**config.mk**
```make
export PLATFORM = sky130hd
export DESIGN_NAME = alu_exec_unit
export DESIGN_NICKNAME = d
export VERILOG_FILES = /design/src/rtl/alu_pkg.sv /design/src/rtl/alu_iter_mul.sv /design/src/rtl/alu_exec_unit.sv
export SDC_FILE = /design/constraint.sdc
export NUM_CORES = 1
export LEC_CHECK = 0
export ABC_AREA = 1
export BUFFER_PORTS_ARGS = -buffer_cell sky130_fd_sc_hd__buf_2
export CAP_MARGIN = 20
export CORE_MARGIN = 2
export CORE_UTILIZATION = 45
export CTS_CLUSTER_SIZE = 28
export DETAILED_ROUTE_END_ITERATION = 10
export PLACE_DENSITY = 0.62
export SLEW_MARGIN = 20
export SYNTH_ARGS = -nofsm -noshare
export SYNTH_HDL_FRONTEND = slang
export SYNTH_SLANG_ARGS = --single-unit
```
**constraint.sdc**
```tcl
create_clock -name clk -period 3.2 [get_ports clk]
set_input_delay 0.32 -clock clk [delete_from_list [all_inputs] [get_ports clk]]
set_output_delay 0.32 -clock clk [all_outputs]
set_load 0.005 [all_outputs]
```
**src/rtl/alu_pkg.sv**
```systemverilog
// Shared definitions for the control decoder and the execute-stage ALU.
package alu_pkg;

    localparam int unsigned XLEN_DEFAULT = 32;

    // Any code with bit 3 set is undefined.
    localparam logic [3:0] ALU_ILLEGAL_MASK = 4'b1000;

    typedef enum logic [3:0] {
        OpAnd = 4'b0000,
        OpOr  = 4'b0001,
        OpAdd = 4'b0010,
        OpSll = 4'b0011,
        OpSub = 4'b0100,
        OpSrl = 4'b0101,
        OpMul = 4'b0110,
        OpXor = 4'b0111
    } alu_op_e;

    typedef enum logic [0:0] {
        StIdle,
        StMul
    } alu_state_e;

    function automatic logic is_illegal_op(input logic [3:0] code);
        return (code & ALU_ILLEGAL_MASK) != 4'b0000;
    endfunction

endpackage

```
**src/rtl/alu_iter_mul.sv**
```systemverilog
// Iterative shift-add multiplier: one multiplier bit per cycle, XLEN cycles per product.
module alu_iter_mul
    import alu_pkg::*;
#(
    parameter int unsigned XLEN = XLEN_DEFAULT
) (
    input  logic            clk,
    input  logic            rst_n,
    input  logic            start,
    input  logic [XLEN-1:0] op_a,
    input  logic [XLEN-1:0] op_b,
    output logic            done,
    output logic [XLEN-1:0] product
);

    localparam int unsigned CNTW = $clog2(XLEN);

    logic            busy_q;
    logic [CNTW-1:0] count_q;
    logic [XLEN-1:0] mcand_q;
    logic [XLEN-1:0] mplier_q;
    logic [XLEN-1:0] acc_q;
    logic [XLEN-1:0] acc_step;
    logic            last_step;

    // The final step's partial product is folded in combinationally so that
    // the product is complete on the same edge that done is seen.
    always_comb begin
        acc_step  = acc_q + (mplier_q[0] ? mcand_q : '0);
        last_step = busy_q && (count_q == CNTW'(XLEN - 1));
        done      = last_step;
        product   = acc_step;
    end

    always_ff @(posedge clk or negedge rst_n) begin
        if (!rst_n) begin
            busy_q   <= 1'b0;
            count_q  <= '0;
            mcand_q  <= '0;
            mplier_q <= '0;
            acc_q    <= '0;
        end else if (start) begin
            busy_q   <= 1'b1;
            count_q  <= '0;
            mcand_q  <= op_a;
            mplier_q <= op_b;
            acc_q    <= '0;
        end else if (busy_q) begin
            acc_q    <= acc_step;
            mcand_q  <= mcand_q << 1;
            mplier_q <= mplier_q >> 1;
            count_q  <= count_q + CNTW'(1);
            if (last_step) begin
                busy_q <= 1'b0;
            end
        end
    end

endmodule

```
**src/rtl/alu_exec_unit.sv**
```systemverilog
// Execute-stage ALU: single-cycle ops plus an iterative MUL, valid/ready on both sides,
// registered result toward writeback.
module alu_exec_unit
    import alu_pkg::*;
#(
    parameter int unsigned XLEN = XLEN_DEFAULT
) (
    input  logic            clk,
    input  logic            rst_n,
    input  logic            in_valid,
    output logic            in_ready,
    input  logic [3:0]      alu_control,
    input  logic            regwrite_control,
    input  logic [4:0]      rd_in,
    input  logic [XLEN-1:0] op_a,
    input  logic [XLEN-1:0] op_b,
    output logic            out_valid,
    input  logic            out_ready,
    output logic [XLEN-1:0] result,
    output logic [4:0]      rd_out,
    output logic            regwrite_out,
    output logic            illegal
);

    localparam int unsigned SHW = $clog2(XLEN);

    alu_state_e      state_q, state_d;
    logic            accept;
    logic            op_illegal;
    logic            op_is_mul;
    logic            mul_start;
    logic            mul_done;
    logic [XLEN-1:0] mul_product;
    logic [XLEN-1:0] sc_result;

    logic [4:0]      rd_pend_q;
    logic            rw_pend_q;

    logic            out_valid_q, out_valid_d;
    logic [XLEN-1:0] result_q, result_d;
    logic [4:0]      rd_q, rd_d;
    logic            rw_q, rw_d;
    logic            ill_q, ill_d;

    assign op_illegal = is_illegal_op(alu_control);
    assign op_is_mul  = (alu_control == OpMul);
    assign in_ready   = (state_q == StIdle) && (!out_valid_q || out_ready);
    assign accept     = in_valid && in_ready;
    assign mul_start  = accept && op_is_mul;

    always_comb begin
        sc_result = '0;
        case (alu_control)
            OpAnd:   sc_result = op_a & op_b;
            OpOr:    sc_result = op_a | op_b;
            OpAdd:   sc_result = op_a + op_b;
            OpSll:   sc_result = op_a << op_b[SHW-1:0];
            OpSub:   sc_result = op_a - op_b;
            OpSrl:   sc_result = op_a >> op_b[SHW-1:0];
            OpXor:   sc_result = op_a ^ op_b;
            default: sc_result = '0;
        endcase
    end

    alu_iter_mul #(
        .XLEN(XLEN)
    ) u_mul (
        .clk    (clk),
        .rst_n  (rst_n),
        .start  (mul_start),
        .op_a   (op_a),
        .op_b   (op_b),
        .done   (mul_done),
        .product(mul_product)
    );

    always_comb begin
        state_d = state_q;
        case (state_q)
            StIdle:  if (mul_start) state_d = StMul;
            StMul:   if (mul_done) state_d = StIdle;
            default: state_d = StIdle;
        endcase
    end

    // accept only happens in StIdle and mul_done only in StMul, so the two loads never collide.
    always_comb begin
        out_valid_d = out_valid_q;
        result_d    = result_q;
        rd_d        = rd_q;
        rw_d        = rw_q;
        ill_d       = ill_q;
        if (accept && !op_is_mul) begin
            out_valid_d = 1'b1;
            result_d    = sc_result;
            rd_d        = rd_in;
            rw_d        = regwrite_control && !op_illegal;
            ill_d       = op_illegal;
        end else if (state_q == StMul && mul_done) begin
            out_valid_d = 1'b1;
            result_d    = mul_product;
            rd_d        = rd_pend_q;
            rw_d        = rw_pend_q;
            ill_d       = 1'b0;
        end else if (out_valid_q && out_ready) begin
            out_valid_d = 1'b0;
        end
    end

    always_ff @(posedge clk or negedge rst_n) begin
        if (!rst_n) begin
            state_q     <= StIdle;
            rd_pend_q   <= '0;
            rw_pend_q   <= 1'b0;
            out_valid_q <= 1'b0;
            result_q    <= '0;
            rd_q        <= '0;
            rw_q        <= 1'b0;
            ill_q       <= 1'b0;
        end else begin
            state_q     <= state_d;
            out_valid_q <= out_valid_d;
            result_q    <= result_d;
            rd_q        <= rd_d;
            rw_q        <= rw_d;
            ill_q       <= ill_d;
            if (mul_start) begin
                rd_pend_q <= rd_in;
                rw_pend_q <= regwrite_control;
            end
        end
    end

    assign out_valid    = out_valid_q;
    assign result       = result_q;
    assign rd_out       = rd_q;
    assign regwrite_out = rw_q;
    assign illegal      = ill_q;

endmodule
```
==> impl_metrics.toml <==
[pwr]
p_per_area_nw_per_um2 = 526
p_comb_share_pct = 47.9
p_total_mw = 10.2
seq_power_share_pct = 31.0
clkPwrFrac_pct = 21.1
switching_share_pct = 45.7
switchingPower_mw = 4.65
peakVddDrop_mv = 0.415
intPower_mw = 5.53
p_leak_nw = 10.6

[setup_path]
worstPathArrival_ps = 3410
crit_type = "in2reg"
slowest_delay_ps = 360
critical_path_buf_inv_count = 4
cp_cell_sequence = "buf_2 > inv_2 > ha_2 > nand4_1 > nor2_4 > nand2_2 > nor2_4 > nor2_1 > buf_4 > xor2_1 > ha_1 > nand2_2 > inv_1 > a21oi_1 > nand2_1 > nand3b_1 > or2_2 > nand3_1 > nand2_1 > a21oi_1 > nor2_1"
critPathRequiredTime_ps = 3530
cp-start-kind = "input pin"
crit_fanout = 4
crit_slowest_cell = "ha_1"
end_kind = "register"
crit_family = "simple AND/OR/NAND/NOR gates"

[global_routing]
antenna_found_initial = 2
grt_usage_pct = 38.9
grt_pass1_vias = 18600
overflow = 0
grt_pass1_wl_um = 113000
grt_max_degree = 75

[clocking]
path_clk_slew_ps = 70
cts_root_buf = "clkbuf_16"
clk_latency_ps = 450
cts_tree = "done"
cts_buffer_depth = 2
numCtsBuffers = 17
clock-sinks = 149
htreeDepth = 4

[detailed_routing]
vias = 19900
dr.pass1.iters = 6
wl_per_cell_um = 22.3
ant_nets = 0
drtIter0Drc = 2066
drcViolationCount = 0
via_per_inst = 5.86
wl_um = 76000

[sta]
worst_slack_ps = 122
finalMaxSlewViolations = 0
timing.setup.tns_ps = 0
setup_viol = 0
hold_viol = 0
period_share_pct = 96.2
min_period_ps = 3080
worst_pin_slew_ps = 964
clock_skew_ps = 18.3
fmaxAchievable_mhz = 325
hold_ws_ps = 96.8
max_slew_margin_pct = 35.7

[placed_design]
place_hpwl_um = 59600
portBuffers = 118
place_ws_ps = -399
post-place-cells = 3363
dpl_cell_area_um2 = 18600
routabilityCongestion = 1.04

[finish]
num-nets-final = 3128
instances_no_fill = 3400
area_growth_syn_to_layout_pct = 16.1
final_util_pct = 53.0
fin_area_um2 = 19400
drive_gt1_share_pct = 13.3

[synth]
yosys-top-cells-count = "nand2_1, nand3_1, inv_1"
synth_enable_flop_cells = 0
synth_area_leaders = "dfrtp_1, nand2_1, nand3_1"
synth_fp_nets = 2927
synth_area_per_cell_um2 = 6.14
synth_top_area_share_pct = 22.4
yosysMostFrequentCell = "nand2_1"
synth-seq-area-share_pct = 22.4
ys.flop_type = "dfrtp_1"
netlist_area_um2 = 16700
synth-seq-cells = 149
ys_async_sr_fraction_pct = 100
yosys_warnings = 0
yosysUniqueCellTypes = 51
synth_area_leader_cell = "dfrtp_1"
syn_inst = 2717

[status]
status = "finished, final reports clean"

[die]
design.die.area_um2 = 38600
die_w_um = 196
core_um2 = 36500
start_util_pct = 45.7
rows = 70
ios = 119
dieHeight_um = 196

[run]
maxCapViolations = 0

[min_path]
hp-class = "in2reg"
-- layout make-up --
cell class              instances  area (um^2)
fillers                      3833        17200
multi-input cells            2107        11100
flip-flops and latches        149         3730
repair buffers                293         1980
inverters                     350         1320
well taps                     468          586
clock buffers                  19          453
clock inverters                13          159
diodes                          1         2.50
-- repair_timing --
action	in CTS	in global routing
resized for setup	0	25
endpoints found under the setup margin	0	16
hold buffers	1	0
setup buffers	0	3
hold endpoints to repair	60	0
-- power by group through the flow --
| stage | Sequential (mW) | Combinational [mW] | Clock [mW] |
|---|---|---|---|
| floorplan | 3.01 | 2.94 | 0 |
| global placement | 3.14 | 4.68 | 0 |
| detailed placement | 3.16 | 4.75 | 0 |
| CTS | 3.13 | 4.77 | 2.15 |
| global route | 3.22 | 5.35 | 2.22 |
| finish | 3.16 | 4.88 | 2.15 |
-- per-layer routing --
metal	routed length, um	track usage (%)	vias up
met1	31300	51.4	9353
met3	6830	6.37	196
met2	33300	61.2	1044
met5	13	0	-
met4	4580	20.8	2
li1	-	-	9317
-- cells by family (layout without fill, tap and decap cells) --
| kind of cell | count (synthesis) | after routing | synth area share, % |
|---|---|---|---|
| AND/OR/NAND/NOR | 1535 | 1535 | 39.1 |
| adder cells (fa/ha/maj) | 132 | 132 | 9.99 |
| XOR/XNOR | 51 | 51 | 2.68 |
| buffers and inverters | 461 | 675 | 11.5 |
| flip-flops | 149 | 149 | 22.4 |
| AO/OA/AOI/OAI | 389 | 389 | 14.4 |
| other | 0 | 1 | 0 |
-- final timing paths --
kind / from / end / slack, ps / cells after the start
setup reg to reg: u_mul.mplier_q[0]$_DFFE_PN0P_ / result[28]$_DFFE_PN0P_ / 330 / 19
setup / recovery: op_b[1] / result[20]$_DFFE_PN0P_ / 120 / 21
min in group asynchronous: rst_n / result[11]$_DFFE_PN0P_ / 440 / 2
hold reg to reg: illegal$_DFFE_PN0P_ / illegal$_DFFE_PN0P_ / 490 / 2
max in group asynchronous: rst_n / rd_pend_q[0]$_DFFE_PN0P_ / 1900 / 3
hold / removal: out_ready / out_valid$_DFFE_PN0P_ / 100 / 2
-- flip-flops by register name, indices dropped and copies added (netlist names), 5 cells and up --
name	cells
u_mul.acc_q	32
u_mul.mplier_q	32
rd_out	5
rd_pend_q	5
result	32
u_mul.mcand_q	32
u_mul.count_q	5
-- placed cells by master (no fill, tap or decap), drive strengths merged, types with 5 or more instances in the layout --
master,instances
nand2,899
inv,355
nand3,353
buf,292
nor2,199
dfrtp,149
o21ai,132
ha,130
a21oi,115
xor2,43
o211ai,36
o221ai,32
nand4,27
a221oi,21
clkbuf,19
a22oi,18
nor3,16
nand3b,14
a22o,11
and2,11
or2,8
xnor2,8
nor4,5
o21bai,5
clkinv,5
Power figures use the tool's default switching activity.
